File: config.mk
export PLATFORM = sky130hd
export DESIGN_NAME = mmio_io_ctrl
export DESIGN_NICKNAME = d
export VERILOG_FILES = /design/src/rtl/mmio_io_pkg.sv /design/src/rtl/io_debounce.sv /design/src/rtl/mmio_io_ctrl.sv
export SDC_FILE = /design/constraint.sdc
export NUM_CORES = 1
export LEC_CHECK = 0
export BUFFER_PORTS_ARGS = -buffer_cell sky130_fd_sc_hd__buf_4
export CORE_MARGIN = 5
export CORE_UTILIZATION = 60
export DETAILED_ROUTE_END_ITERATION = 10
export HOLD_SLACK_MARGIN = 0.03
export PLACE_DENSITY = 0.86
export SLEW_MARGIN = 0
export SYNTH_ARGS = -nofsm -noshare
export SYNTH_HDL_FRONTEND = slang
export SYNTH_HIERARCHICAL = 1
export SYNTH_SLANG_ARGS = --single-unit
File: constraint.sdc
create_clock -name clk -period 3.8 [get_ports clk]
set_input_delay 0.19 -clock clk [delete_from_list [all_inputs] [get_ports clk]]
set_output_delay 0.19 -clock clk [all_outputs]
set_load 0.01 [all_outputs]
File: src/rtl/mmio_io_pkg.sv
`default_nettype none
// mmio_io_pkg: register map, TCTL bit positions and 7-segment encoding for mmio_io_ctrl.  Rev 1.0
package mmio_io_pkg;

  typedef logic [5:0] io_off_t;

  localparam io_off_t OFF_HEX     = 6'h00;
  localparam io_off_t OFF_LEDR    = 6'h04;
  localparam io_off_t OFF_LEDG    = 6'h08;
  localparam io_off_t OFF_KEY     = 6'h10;
  localparam io_off_t OFF_SW      = 6'h14;
  localparam io_off_t OFF_KEYSTAT = 6'h18;
  localparam io_off_t OFF_TCNT    = 6'h20;
  localparam io_off_t OFF_TLIM    = 6'h24;
  localparam io_off_t OFF_TCTL    = 6'h28;

  localparam int TCTL_EN_BIT  = 0;
  localparam int TCTL_OVF_BIT = 1;

  localparam logic [6:0] SEG_BLANK = 7'b1111111;
  localparam logic [6:0] SEG_ZERO  = 7'b1000000;

  // Active-low segments, bit 6 = g ... bit 0 = a.
  function automatic logic [6:0] hex_to_seg(input logic [3:0] nib);
    logic [6:0] seg;
    case (nib)
      4'h0: seg = SEG_ZERO;
      4'h1: seg = 7'b1111001;
      4'h2: seg = 7'b0100100;
      4'h3: seg = 7'b0110000;
      4'h4: seg = 7'b0011001;
      4'h5: seg = 7'b0010010;
      4'h6: seg = 7'b0000010;
      4'h7: seg = 7'b1111000;
      4'h8: seg = 7'b0000000;
      4'h9: seg = 7'b0010000;
      4'hA: seg = 7'b0001000;
      4'hB: seg = 7'b0000011;
      4'hC: seg = 7'b1000110;
      4'hD: seg = 7'b0100001;
      4'hE: seg = 7'b0000110;
      4'hF: seg = 7'b0001110;
      default: seg = SEG_BLANK;
    endcase
    return seg;
  endfunction

endpackage
`default_nettype wire

File: src/rtl/io_debounce.sv
`default_nettype none
// io_debounce: one-bit two-flop synchroniser followed by a consecutive-difference debouncer.  Rev 1.0
module io_debounce #(
  parameter int DEBOUNCE_CYCLES = 16
) (
  input  logic clk,
  input  logic rst_n,
  input  logic din_i,
  output logic dout_o
);

  localparam int CW = $clog2(DEBOUNCE_CYCLES + 1);

  logic          sync1_q, sync2_q, db_q;
  logic [CW-1:0] cnt_q;

  // The output flips on the cycle after the synchronised input has disagreed
  // with it for DEBOUNCE_CYCLES cycles in a row; any agreement restarts the run.
  always_ff @(posedge clk or negedge rst_n) begin
    if (!rst_n) begin
      sync1_q <= 1'b0;
      sync2_q <= 1'b0;
      db_q    <= 1'b0;
      cnt_q   <= '0;
    end else begin
      sync1_q <= din_i;
      sync2_q <= sync1_q;
      if (sync2_q == db_q) begin
        cnt_q <= '0;
      end else if (cnt_q == CW'(DEBOUNCE_CYCLES)) begin
        db_q  <= sync2_q;
        cnt_q <= '0;
      end else begin
        cnt_q <= cnt_q + 1'b1;
      end
    end
  end

  assign dout_o = db_q;

endmodule
`default_nettype wire

File: src/rtl/mmio_io_ctrl.sv
`default_nettype none
// mmio_io_ctrl: memory-mapped HEX/LED/KEY/SW controller with debounced inputs and sticky key capture.
// Optional free-running timer built when MMIO_IO_TIMER_EN is defined.  Rev 1.0
module mmio_io_ctrl
  import mmio_io_pkg::*;
#(
  parameter int               DBITS           = 32,
  parameter logic [DBITS-1:0] IO_BASE         = 32'hF000_0000,
  parameter int               NUM_HEX         = 4,
  parameter int               NUM_LEDR        = 10,
  parameter int               NUM_LEDG        = 8,
  parameter int               NUM_SW          = 10,
  parameter int               NUM_KEY         = 4,
  parameter int               DEBOUNCE_CYCLES = 16
) (
  input  logic                 clk,
  input  logic                 reset,
  input  logic [DBITS-1:0]     addr,
  input  logic                 wr_en,
  input  logic [DBITS-1:0]     wdata,
  output logic [DBITS-1:0]     rdata,
  output logic                 hit,
  input  logic [NUM_SW-1:0]    sw,
  input  logic [NUM_KEY-1:0]   key,
  output logic [NUM_LEDR-1:0]  ledr,
  output logic [NUM_LEDG-1:0]  ledg,
  output logic [7*NUM_HEX-1:0] hex,
  output logic                 irq
);

  logic                   w_hit, w_we, w_ovf, w_unused;
  io_off_t                w_off;
  logic [NUM_KEY-1:0]     w_key_db, w_key_rise;
  logic [NUM_SW-1:0]      w_sw_db;

  logic [4*NUM_HEX-1:0]   hex_q, hex_d;
  logic [NUM_LEDR-1:0]    ledr_q, ledr_d;
  logic [NUM_LEDG-1:0]    ledg_q, ledg_d;
  logic [NUM_KEY-1:0]     keystat_q, keystat_d;
  logic [NUM_KEY-1:0]     key_db_prev_q;

  assign w_hit    = (addr[DBITS-1:6] == IO_BASE[DBITS-1:6]);
  assign w_off    = addr[5:0];
  assign w_we     = wr_en & w_hit;
  assign hit      = w_hit;
  assign w_unused = &{1'b0, wdata};

  // Keys are active-low on the pins; the debounced view is 1 = pressed.
  for (genvar i = 0; i < NUM_KEY; i++) begin : g_key_db
    io_debounce #(.DEBOUNCE_CYCLES(DEBOUNCE_CYCLES)) u_db (
      .clk   (clk),
      .rst_n (reset),
      .din_i (~key[i]),
      .dout_o(w_key_db[i])
    );
  end

  for (genvar i = 0; i < NUM_SW; i++) begin : g_sw_db
    io_debounce #(.DEBOUNCE_CYCLES(DEBOUNCE_CYCLES)) u_db (
      .clk   (clk),
      .rst_n (reset),
      .din_i (sw[i]),
      .dout_o(w_sw_db[i])
    );
  end

  assign w_key_rise = w_key_db & ~key_db_prev_q;

  always_comb begin
    hex_d     = hex_q;
    ledr_d    = ledr_q;
    ledg_d    = ledg_q;
    keystat_d = keystat_q;
    if (w_we) begin
      case (w_off)
        OFF_HEX:     hex_d     = wdata[4*NUM_HEX-1:0];
        OFF_LEDR:    ledr_d    = wdata[NUM_LEDR-1:0];
        OFF_LEDG:    ledg_d    = wdata[NUM_LEDG-1:0];
        OFF_KEYSTAT: keystat_d = keystat_q & ~wdata[NUM_KEY-1:0];
        default:     ;
      endcase
    end
    // A new press beats a simultaneous clear.
    keystat_d = keystat_d | w_key_rise;
  end

  always_ff @(posedge clk or negedge reset) begin
    if (!reset) begin
      hex_q         <= '0;
      ledr_q        <= '0;
      ledg_q        <= '0;
      keystat_q     <= '0;
      key_db_prev_q <= '0;
    end else begin
      hex_q         <= hex_d;
      ledr_q        <= ledr_d;
      ledg_q        <= ledg_d;
      keystat_q     <= keystat_d;
      key_db_prev_q <= w_key_db;
    end
  end

`ifdef MMIO_IO_TIMER_EN
  logic [DBITS-1:0] tcnt_q, tcnt_d, tlim_q, tlim_d, w_lim;
  logic             ten_q, ten_d, ovf_q, ovf_d, w_wrap;

  assign w_lim = (tlim_q == '0) ? '1 : tlim_q;

  always_comb begin
    tcnt_d = tcnt_q;
    tlim_d = tlim_q;
    ten_d  = ten_q;
    ovf_d  = ovf_q;
    w_wrap = 1'b0;
    if (ten_q) begin
      if (tcnt_q == w_lim) begin
        tcnt_d = '0;
        w_wrap = 1'b1;
      end else begin
        tcnt_d = tcnt_q + 1'b1;
      end
    end
    // A CPU write to TCNT replaces both the increment and any wrap.
    if (w_we && w_off == OFF_TCNT) begin
      tcnt_d = wdata;
      w_wrap = 1'b0;
    end
    if (w_we && w_off == OFF_TLIM) tlim_d = wdata;
    if (w_we && w_off == OFF_TCTL) begin
      ten_d = wdata[TCTL_EN_BIT];
      if (wdata[TCTL_OVF_BIT]) ovf_d = 1'b0;
    end
    if (w_wrap) ovf_d = 1'b1;
  end

  always_ff @(posedge clk or negedge reset) begin
    if (!reset) begin
      tcnt_q <= '0;
      tlim_q <= '0;
      ten_q  <= 1'b0;
      ovf_q  <= 1'b0;
    end else begin
      tcnt_q <= tcnt_d;
      tlim_q <= tlim_d;
      ten_q  <= ten_d;
      ovf_q  <= ovf_d;
    end
  end

  assign w_ovf = ovf_q;
`else
  assign w_ovf = 1'b0;
`endif

  always_comb begin
    rdata = '0;
    if (w_hit) begin
      case (w_off)
        OFF_HEX:     rdata[4*NUM_HEX-1:0] = hex_q;
        OFF_LEDR:    rdata[NUM_LEDR-1:0]  = ledr_q;
        OFF_LEDG:    rdata[NUM_LEDG-1:0]  = ledg_q;
        OFF_KEY:     rdata[NUM_KEY-1:0]   = w_key_db;
        OFF_SW:      rdata[NUM_SW-1:0]    = w_sw_db;
        OFF_KEYSTAT: rdata[NUM_KEY-1:0]   = keystat_q;
`ifdef MMIO_IO_TIMER_EN
        OFF_TCNT:    rdata = tcnt_q;
        OFF_TLIM:    rdata = tlim_q;
        OFF_TCTL: begin
          rdata[TCTL_EN_BIT]  = ten_q;
          rdata[TCTL_OVF_BIT] = ovf_q;
        end
`endif
        default:     rdata = '0;
      endcase
    end
  end

  for (genvar d = 0; d < NUM_HEX; d++) begin : g_hex
    assign hex[7*d +: 7] = hex_to_seg(hex_q[4*d +: 4]);
  end

  assign ledr = ledr_q;
  assign ledg = ledg_q;
  assign irq  = (|keystat_q) | w_ovf;

endmodule
`default_nettype wire

==> results by group <==
Synth
  • Async SR Flop Fraction: 100%
  • Count of cell types in the netlist: 53
  • Most frequent cells after synthesis: dfrtp_1, ha_1, nor2_1
  • Top FF cell, synth: dfrtp_1
  • Number of synthesis warnings: 6
  • Biggest area consumer among synthesized cells: dfrtp_1
  • Post-synth EDFFs: 0
  • Register area share after synthesis: between 40% and 50%
  • FF+latch count, synth: 154
  • Synthesized area: 7940 um2
  • Syn Area/Cell: between 10 and 15 um2
  • Top-count cell post-synth: dfrtp_1
  • Syn Inst Count: 719
  • Yosys top cell area share: around 50%
  • Synth area leaders: dfrtp_1, ha_1, mux2_2, xnor2_1, xor2_1

Critical path
  • Critical Path RT: 3.61 ns
  • Crit start category: input pin
  • Worst path arrival time: 2.21 ns
  • Cell mode on critical path: buf_4
  • Reg2reg start: g_sw_db[9].u_db/cnt_q[0]$_DFF_PN0_
  • Setup CP Type: in2out
  • Delay-heaviest family, CP: simple AND/OR/NAND/NOR gates
  • Worst stage delay on the critical path: 0.57 ns
  • CP max FO: 10
  • Buffers & Inverters on Critical Path: 2
  • R2r setup slk: 2.32 ns
  • R2R depth: 5
  • Worst reg2reg path endpoint: g_sw_db[9].u_db/dout_o$_DFFE_PN0P_
  • Worst path cell trace: buf_4 > or4_4 > nor3b_4 > o211ai_1 > a21oi_1 > buf_4
  • Critical Path Sink Type: output port
  • CP max stage cell: or4_4

Outcome
  • Status: completed

Min path
  • Hold endpoint: ledg[1]$_DFFE_PN0P_
  • Hold_sp: wdata[1]
  • HP Class: in2reg
  • WHS Path Cells: 2

Die
  • Top Ports: 161
  • Die area: about 16000 um2
  • Die width: 125 um
  • Die H: 125 um
  • Starting density of the core: 60.7%
  • Core ar.: 13100 um2
  • FP Rows: 42

Pwr
  • Share of power burned in registers: 47.1%
  • Max VDD drop: 0.285 mV
  • Logic pwr share: a little under 7%
  • Pwr dens: 374 nW/um2
  • Clock Power Share: 46.1%
  • Internal: approximately 2.9 mW
  • Switching pwr: 0.837 mW
  • Pleak: ~4.7 nW
  • Sw Ratio: between 20% and 30%

CTS
  • Number of buffers created by CTS: 17
  • Root buf cell: clkbuf_16
  • Worst skew pair latency: roughly 0.42 ns
  • PostCTS Resize Cnt: 0
  • Max clock buf depth: 2
  • TritonCTS clock tree: done
  • CTS clk-pin slew, worst paths: 0.06 ns
  • # clock sinks: roughly 150
  • H-tree level count: 4

Final layout
  • Non-Filler Instances: 1069
  • Fraction of layout cells with a size suffix above 1: 25.4%
  • Layout area overhead: 24.3%
  • Filler cells: 831
  • Sequential cell area: between 3000 and 4000 um2
  • # diodes: 0
  • # nets final: 1013
  • Area of the multi-input gates: 3730 um2

Routing
  • Vias: a little under 6000
  • DR vias/cell: 5.58
  • Drc violations: 0
  • Total wire length: approximately 19000 um
  • First-pass DRT Iterations: 5
  • Iter 0 DRT Violations: 428
  • Post-route ant nets: 0
  • Wire per inst: between 15 and 20 um

Placed design
  • Port-buffer cells: approximately 130
  • GP Congestion: 0.871
  • Placed Cells: 1010
  • Post-DP HPWL: about 13000 um

Timing
  • Hold Worst Slack: 0.0672 ns
  • Fin Setup TNS: 0 ns
  • Final Hold Viols: 0
  • Final Setup Violations: 0
  • Post-layout min period: 2.40 ns
  • Fin. max-slew vios: 0
  • Final worst path period share: 63.2%
  • RSZ-0062 raised after global routing: false
  • Max Clock Freq: about 0.42 GHz
  • Rel. slew slack: 25.8%
  • Actual slew at the worst max-slew pin: 1.11 ns
  • Setup Skew: 0.00726 ns

Global routing
  • Initial antenna violation count: 0
  • Maximum number of pins on one net before global-route repair: 120
  • Grt ovf: 0
  • First-pass GRT wire length: 30500 um
  • Vias in the first global route: 6280
  • GRT Util Overall: between 20% and 30%

Job
  • Max Cap Viol: 0
placed cells by master, fill, tap and decap left out, types with 27 or more instances in the layout:
cell           instances
dfrtp_1              154
buf_4                132
nor2_1                52
ha_1                  52
inv_1                 51
mux2_2                43
nand2_1               39
and2_1                29
xor2_1                28
nand3_1               28
xnor2_1               28
dlygate4sd3_1         27
worst reg2reg max path, stage by stage, from the launching register on:
cell	delay, ns
dfrtp_1	0.42
inv_1	0.08
ha_1	0.16
nand2_1	0.09
nor3_1	0.24
mux2_2	0.38
layer usage:
layer	vias up	part of all wire, %	track usage [%]
met1	2961	39	28.3
li1	2755	-	-
met3	45	6.1	6.35
met5	-	0	0
met4	0	3.1	9.12
met2	204	52	42.7
how the worst max path moves through the flow:
stage,start,to,depth (start not counted)
final,addr[1],rdata[7],6
after global routing,addr[1],rdata[6],6
after CTS,addr[1],rdata[6],6
after detailed placement,addr[1],hex_q[5]$_DFFE_PN0P_,6
after global placement,addr[1],hex_q[1]$_DFFE_PN0P_,6
after floorplan,addr[18],hex_q[6]$_DFFE_PN0P_,6
area by class of cell:
| cell class | instances | share of cell area (%) |
|---|---|---|
| Sequential cell | 154 | 39.1 |
| Multi-Input combinational cell | 496 | 37.8 |
| Timing Repair Buffer | 160 | 12.9 |
| Clock buffer | 20 | 4.53 |
| Tap cell | 176 | 2.23 |
| Inverter | 51 | 1.94 |
| Clock inverter | 12 | 1.51 |
kinds of logic (layout without fill, tap and decap cells):
| family | Yosys count | count (layout) | synth area share (%) |
|---|---|---|---|
| mux | 75 | 75 | 11.1 |
| other cells | 1 | 16 | 0.0473 |
| compound gates | 82 | 82 | 6.59 |
| xor+xnor | 56 | 56 | 6.18 |
| flops | 154 | 154 | 48.6 |
| fa+ha+maj | 52 | 52 | 8.20 |
| simple gates | 215 | 215 | 14.3 |
| buf+inv | 84 | 243 | 5.09 |
sequential cells by signal, indices dropped and copies added (netlist names), 8 cells and up:
signal and flops:
ledg 8, g_sw_db.u_db/cnt_q 50, g_sw_db.u_db/dout_o 10, g_sw_db.u_db/sync2_q 10
ledr 10, hex_q 16, g_key_db.u_db/cnt_q 20, g_sw_db.u_db/sync1_q 10
metrics by stage:
stage                     power, mW  utilization (%)  cell area (um2)  setup WS (ns)
final                          3.69             75.4             9870           1.40
after global routing           3.83             75.4             9870           1.33
after CTS                      3.71             75.3             9860           1.41
after detailed placement       1.99             68.8             9000           1.22
after global placement         1.97             68.8             9000           1.28
after floorplan                1.87                -             7990           1.91
power groups by stage:
stage,combinational (mW),clock (mW),sequential (mW)
2_1_floorplan,0.116,0,1.76
3_3_place_gp,0.209,0,1.76
3_5_place_dp,0.226,0,1.77
4_1_cts,0.251,1.72,1.74
5_1_grt,0.283,1.80,1.75
6_report,0.251,1.70,1.74
repair_timing:
item | in CTS | in global routing
setup buffers | 0 | 0
endpoints found under the hold margin | 148 | 1
hold buffers | 26 | 1
(Power assumes the default switching activity.)
